## config.mk

```make
export PLATFORM = sky130hd
export DESIGN_NAME = fifo_uart_tx_flat
export DESIGN_NICKNAME = d
export VERILOG_FILES = /design/src/rtl/fifo_uart_tx_if.sv /design/src/rtl/fifo_uart_tx.sv /design/src/flat_wrapper.sv
export SDC_FILE = /design/constraint.sdc
export NUM_CORES = 1
export LEC_CHECK = 0
export ABC_AREA = 1
export CAP_MARGIN = 20
export CORE_UTILIZATION = 44
export CTS_CLUSTER_SIZE = 28
export DETAILED_ROUTE_END_ITERATION = 6
export PLACE_DENSITY_LB_ADDON = 0.12
export SLEW_MARGIN = 20
export SYNTH_ARGS = -nofsm -noshare
export SYNTH_HDL_FRONTEND = slang
export SYNTH_SLANG_ARGS = --single-unit
```

## constraint.sdc

```tcl
create_clock -name clk -period 1.9 [get_ports clk]
set_clock_uncertainty 0.1 [all_clocks]
set_input_delay 0.38 -clock clk [delete_from_list [all_inputs] [get_ports clk]]
set_output_delay 0.38 -clock clk [all_outputs]
set_load 0.03 [all_outputs]
```

## src/rtl/fifo_uart_tx_if.sv

```systemverilog
// fifo_uart_tx_if -- read-side handshake between an upstream synchronous FIFO
// and the UART transmitter.
//   fifo_empty_i  FIFO empty flag
//   fifo_wr_en_i  copy of the FIFO write enable (write wins over read)
//   fifo_rdata_i  registered read data, valid the cycle after a granted read
//   fifo_rd_en_o  read strobe from the transmitter
// Modports: master = transmitter side, slave = FIFO side.
interface fifo_uart_tx_if #(
    parameter int WIDTH = 8
);
    logic             fifo_empty_i;
    logic             fifo_wr_en_i;
    logic [WIDTH-1:0] fifo_rdata_i;
    logic             fifo_rd_en_o;

    modport master (
        input  fifo_empty_i,
        input  fifo_wr_en_i,
        input  fifo_rdata_i,
        output fifo_rd_en_o
    );

    modport slave (
        output fifo_empty_i,
        output fifo_wr_en_i,
        output fifo_rdata_i,
        input  fifo_rd_en_o
    );
endinterface

```

## src/rtl/fifo_uart_tx.sv

```systemverilog
// fifo_uart_tx -- fetches words from a synchronous FIFO and sends each one as
// a serial frame: start bit, WIDTH data bits LSB first, optional parity bit,
// stop bit. Every bit lasts CLKS_PER_BIT clocks (CLKS_PER_BIT must be >= 2).
// Ports:
//   clk           clock, all state changes on the rising edge
//   rst           asynchronous active-low reset
//   en_i          transmit enable; only gates new fetches
//   fifo          FIFO read handshake (fifo_uart_tx_if.master)
//   tx_o          registered serial line, idles high
//   busy_o        high in every state except IDLE
//   frame_done_o  one-cycle pulse on the last cycle of the stop bit
module fifo_uart_tx #(
    parameter int WIDTH        = 8,
    parameter int CLKS_PER_BIT = 16,
    parameter int PARITY_EN    = 0,
    parameter int PARITY_ODD   = 0
) (
    input  logic           clk,
    input  logic           rst,
    input  logic           en_i,
    fifo_uart_tx_if.master fifo,
    output logic           tx_o,
    output logic           busy_o,
    output logic           frame_done_o
);
    localparam int CNT_W = $clog2(CLKS_PER_BIT);
    localparam int IDX_W = $clog2(WIDTH + 1);
    localparam logic [CNT_W-1:0] CNT_LAST = CNT_W'(CLKS_PER_BIT - 1);
    localparam logic [IDX_W-1:0] IDX_LAST = IDX_W'(WIDTH - 1);
    localparam logic             ODD_BIT  = (PARITY_ODD != 0);

    typedef enum logic [2:0] {
        S_IDLE, S_LOAD, S_START, S_DATA, S_PARITY, S_STOP
    } state_t;

    state_t           r_state, w_state_nx;
    logic [CNT_W-1:0] r_cnt,   w_cnt_nx;
    logic [IDX_W-1:0] r_idx,   w_idx_nx;
    logic [WIDTH-1:0] r_shift, w_shift_nx;
    logic             r_par,   w_par_nx;
    logic             r_tx,    w_tx_nx;
    logic             w_bit_end;
    logic             w_rd_en;

    // A read is only issued when the FIFO cannot be mid-write, so the
    // FIFO's write priority never silently swallows our strobe. Gating with
    // rst keeps the strobe low while reset is held.
    assign w_rd_en = rst & (r_state == S_IDLE) & en_i
                   & ~fifo.fifo_empty_i & ~fifo.fifo_wr_en_i;

    assign fifo.fifo_rd_en_o = w_rd_en;
    assign w_bit_end         = (r_cnt == CNT_LAST);
    assign tx_o              = r_tx;
    assign busy_o            = (r_state != S_IDLE);
    assign frame_done_o      = (r_state == S_STOP) & w_bit_end;

    always_ff @(posedge clk or negedge rst) begin
        if (!rst) begin
            r_state <= S_IDLE;
            r_cnt   <= '0;
            r_idx   <= '0;
            r_shift <= '0;
            r_par   <= 1'b0;
            r_tx    <= 1'b1;
        end else begin
            r_state <= w_state_nx;
            r_cnt   <= w_cnt_nx;
            r_idx   <= w_idx_nx;
            r_shift <= w_shift_nx;
            r_par   <= w_par_nx;
            r_tx    <= w_tx_nx;
        end
    end

    // tx is computed one cycle ahead so the line changes exactly on the edge
    // that enters each bit period.
    always_comb begin
        w_state_nx = r_state;
        w_cnt_nx   = r_cnt;
        w_idx_nx   = r_idx;
        w_shift_nx = r_shift;
        w_par_nx   = r_par;
        w_tx_nx    = r_tx;

        if (r_state != S_IDLE && r_state != S_LOAD)
            w_cnt_nx = w_bit_end ? '0 : r_cnt + CNT_W'(1);

        case (r_state)
            S_IDLE: begin
                if (w_rd_en) w_state_nx = S_LOAD;
            end
            S_LOAD: begin
                w_shift_nx = fifo.fifo_rdata_i;
                w_par_nx   = (^fifo.fifo_rdata_i) ^ ODD_BIT;
                w_tx_nx    = 1'b0;
                w_cnt_nx   = '0;
                w_state_nx = S_START;
            end
            S_START: begin
                if (w_bit_end) begin
                    w_tx_nx    = r_shift[0];
                    w_shift_nx = r_shift >> 1;
                    w_idx_nx   = '0;
                    w_state_nx = S_DATA;
                end
            end
            S_DATA: begin
                if (w_bit_end) begin
                    if (r_idx == IDX_LAST) begin
                        if (PARITY_EN != 0) begin
                            w_tx_nx    = r_par;
                            w_state_nx = S_PARITY;
                        end else begin
                            w_tx_nx    = 1'b1;
                            w_state_nx = S_STOP;
                        end
                    end else begin
                        w_idx_nx   = r_idx + IDX_W'(1);
                        w_tx_nx    = r_shift[0];
                        w_shift_nx = r_shift >> 1;
                    end
                end
            end
            S_PARITY: begin
                if (w_bit_end) begin
                    w_tx_nx    = 1'b1;
                    w_state_nx = S_STOP;
                end
            end
            S_STOP: begin
                if (w_bit_end) w_state_nx = S_IDLE;
            end
            default: begin
                w_tx_nx    = 1'b1;
                w_state_nx = S_IDLE;
            end
        endcase
    end
endmodule
```

## src/flat_wrapper.sv

```systemverilog
// flat-port wrapper written by rule: the top's interface ports become plain ports
module fifo_uart_tx_flat 
#(
    parameter int WIDTH        = 8,
    parameter int CLKS_PER_BIT = 16,
    parameter int PARITY_EN    = 0,
    parameter int PARITY_ODD   = 0
)
  (clk, rst, en_i, tx_o, busy_o, frame_done_o, fifo_fifo_empty_i, fifo_fifo_wr_en_i, fifo_fifo_rdata_i, fifo_fifo_rd_en_o);
  fifo_uart_tx_if #(.WIDTH(WIDTH)) fifo_i ();
  input  logic clk;
  input  logic rst;
  input  logic en_i;
  output logic tx_o;
  output logic busy_o;
  output logic frame_done_o;
  input wire logic [$bits(fifo_i.fifo_empty_i)-1:0] fifo_fifo_empty_i;
  input wire logic [$bits(fifo_i.fifo_wr_en_i)-1:0] fifo_fifo_wr_en_i;
  input wire logic [$bits(fifo_i.fifo_rdata_i)-1:0] fifo_fifo_rdata_i;
  output wire logic [$bits(fifo_i.fifo_rd_en_o)-1:0] fifo_fifo_rd_en_o;
  assign fifo_i.fifo_empty_i = fifo_fifo_empty_i;
  assign fifo_i.fifo_wr_en_i = fifo_fifo_wr_en_i;
  assign fifo_i.fifo_rdata_i = fifo_fifo_rdata_i;
  assign fifo_fifo_rd_en_o = fifo_i.fifo_rd_en_o;
  fifo_uart_tx #(.WIDTH(WIDTH), .CLKS_PER_BIT(CLKS_PER_BIT), .PARITY_EN(PARITY_EN), .PARITY_ODD(PARITY_ODD)) u_core (.clk(clk), .rst(rst), .en_i(en_i), .fifo(fifo_i), .tx_o(tx_o), .busy_o(busy_o), .frame_done_o(frame_done_o));
endmodule
```

==> reports/metrics.yaml <==
die:
  initial_core_util_pct: 46.2
  pin_count: 17
  dieArea_mm2: 0.00309
  rows: 19
  die_h_um: 55.6
  core_mm2: 0.00273
  die_x_um: 55.6
power:
  power.density_mw_per_mm2: 1600
  pwr-share-clk_pct: 10.5
  power_switching_uw: 1170
  p_comb_share_pct: 58.8
  p_seq_share_pct: 30.7
  ir_drop_uv: 853
  swShare_pct: 47.7
  p_int_uw: 1280
  leakagePower_uw: 0.000747
worst_hold_path:
  hold_class: "in2async"
synthesis:
  synth_xor_area_share_pct: 1.39
  synth.most_common_cell: "nand2_1"
  synth_top_family_by_area: "simple AND/OR/NAND/NOR gates"
  synth_nets: 174
  ys_types: 27
  synth.avg_cell_area_um2: 7.95
  synth_top_area_cell: "dfrtp_1"
  synth_top_area_share_pct: 37.6
  synth_compound_area_share_pct: 12.5
  synth-edff-count: 0
  synth_simple_gate_area_share_pct: 36.5
  async_reset_ff_share_pct: 100
  synth-seq-cells: 20
  synthTopCellsByArea: "dfrtp_1, nand2_1, nand3_1"
  synthAdderAreaFrac_pct: 1.98
  netlist_area_mm2: 0.00126
  ys_seq_area_share_pct: 39.7
  synth_warnings: 0
  syn-instance-count: 159
  synth_flop_cell: "dfrtp_1"
  synth.mux.area_fraction_pct: 0
  synth_top_cells_by_count: "nand2_1, dfrtp_1, nand3_1, nor2_1, o21ai_0"
clock_tree:
  cts.sinks: 20
  tritoncts: "done"
  cts_buffer_depth: 2
  cts_root_buf: "clkbuf_4"
  clkTransAtPathRegs_ps: 120
  insertion_delay_ps: 310
  cts_max_level: 1
  holdBufCountCts: 0
  numCtsBuffers: 3
sta:
  setup_viol: 0
  setup_slack_ps: 80.0
  hold_violations: 0
  relSlewSlack_pct: 80.6
  holdWs_ps: 356
  fin_crit_ps: 1820
  worstMarginPinSlew_ps: 293
  max_freq_mhz: 549
  drv_slew: 0
  period_share_pct: 95.8
detailed_routing:
  wirelength_mm: 2.50
  routed.top_layer: "met4"
  firstDrtPassIters: 5
  num_vias: 1083
  wl_met3_um: 73
  ant_nets: 0
  met1_length_mm: 1.11
  avgViaCountPerCell: 5.06
  drc: 0
  drt_iter0_markers: 27
  route.met2.wl_mm: 1.29
  wl_per_cell_um: 11.7
finish:
  layout-drive-gt1-share_pct: 26.8
  fin_util_pct: 56.0
  stdcell_count: 214
  antenna_cells: 0
  fillers: 259
  stdcell_area_mm2: 0.00153
  areaGrowthSynthToFinish_pct: 21.1
  fin_nets: 199
setup_path:
  critical_path.startpoint_type: "register"
  cp.required_ps: 1420
  crit_fanout: 6
  critPathMaxStageDelay_ps: 430
  critPathKind: "reg2out"
  crit_path_end_kind: "output pin"
  rr_worst_depth: 8
  worstPathArrival_ps: 1340
  crit_chain: "ha_4 -> nand3_4 -> nor2_2 -> buf_4"
  cp_slowest_cell: "dfrtp_1"
placement:
  dp.cells: 205
  dp_slack_ps: 166
  gp_congestion: 0.888
  place_area_mm2: 0.00143
  numPortBuffers: 16
  dp_hpwl_mm: 1.83
grt:
  grt.total_usage_pct: 18.1
  grt_pass1_wl_mm: 4.50
  first_global_vias: 1118
  grt_overflow_total: 0
  antenna_found_initial: 0
  grt_start_max_net_pins: 21
flow_run:
  maxCapViolations: 0
outcome:
  outcome: "finished, final reports clean"
-- routing by layer --
layer | vias to the layer above | track usage (%)
met2 | 19 | 33.6
li1 | 562 | -
met3 | 4 | 2.33
met5 | - | 0
met1 | 498 | 20.6
met4 | 0 | 7.86
-- stage by stage --
step	setup TNS, ps	total power, µW
2_1_floorplan	0	1900
3_3_place_gp	0	2070
3_5_place_dp	0	2100
4_1_cts	0	2370
5_1_grt	-2.04	2710
6_report	0	2450
-- registers in the layout, indices dropped and copies added, names as in the netlist --
name / count
u_core.r_state: 3
u_core.r_shift: 8
u_core.tx_o: 1
u_core.r_idx: 4
u_core.r_cnt: 4
-- power groups by stage --
stage | registers, µW | logic, µW | clock network [µW]
floorplan | 724 | 1170 | 0
global placement | 741 | 1320 | 0
detailed placement | 749 | 1350 | 0
CTS | 748 | 1360 | 266
global route | 774 | 1660 | 280
finish | 754 | 1440 | 257
-- timing repair --
item,CTS,global route
gates resized for setup,3,5
pin swaps,0,0
buffers inserted,0,5
endpoints found under the setup margin,3,2
cloned,0,0
-- critical path: cells and delay by family (launching register included) --
family	cells	cell delay (ps)
flip-flops	1	430
AND/OR/NAND/NOR	2	260
adder cells (fa/ha/maj)	1	180
buffers and inverters	1	160
-- layout by cell type (no fill, tap or decap), drive strengths merged --
cell,netlist,final
o211ai,1,1
nand4,1,1
clkbuf,0,4
dfrtp,19,19
nand2,52,52
buf,3,10
xnor2,1,1
nand3,18,18
dlygate4sd2,0,1
clkdlybuf4s50,0,12
inv,17,17
dfstp,1,1
o21ai,22,22
ha,2,2
nor2,19,19
o22ai,1,1
xor2,1,1
o31ai,1,1
-- logic make-up (layout without fill, tap and decap cells) --
kind of cell / count (synthesis) / in the layout
buf+inv: 20 / 44
xor+xnor: 2 / 2
flops: 20 / 20
compound gates: 25 / 25
fa+ha+maj: 2 / 2
simple gates: 90 / 90
-- layout make-up --
type	count	area [µm²]	area share (%)
clock buffer	4	36.3	2.37
inverter	17	63.8	4.17
multi-input combinational	119	682	44.6
sequential	20	505	33.0
tap	31	38.8	2.53
timing repair buffer	23	204	13.3
-- final timing paths --
path,from,endpoint,slack (ps)
max in group asynchronous,rst,u_core.tx_o$_DFFE_PN1P_,1080
min in group clk,u_core.tx_o$_DFFE_PN1P_,u_core.tx_o$_DFFE_PN1P_,380
worst max register to register,u_core.r_idx[0]$_DFFE_PN0P_,u_core.r_shift[0]$_DFFE_PN0P_,320
worst min-delay path,rst,u_core.r_idx[1]$_DFFE_PN0P_,360
worst max-delay path,u_core.r_cnt[0]$_DFFE_PN0P_,frame_done_o,80
worst min register to register,u_core.tx_o$_DFFE_PN1P_,u_core.tx_o$_DFFE_PN1P_,380
(Power assumes the default switching activity.)
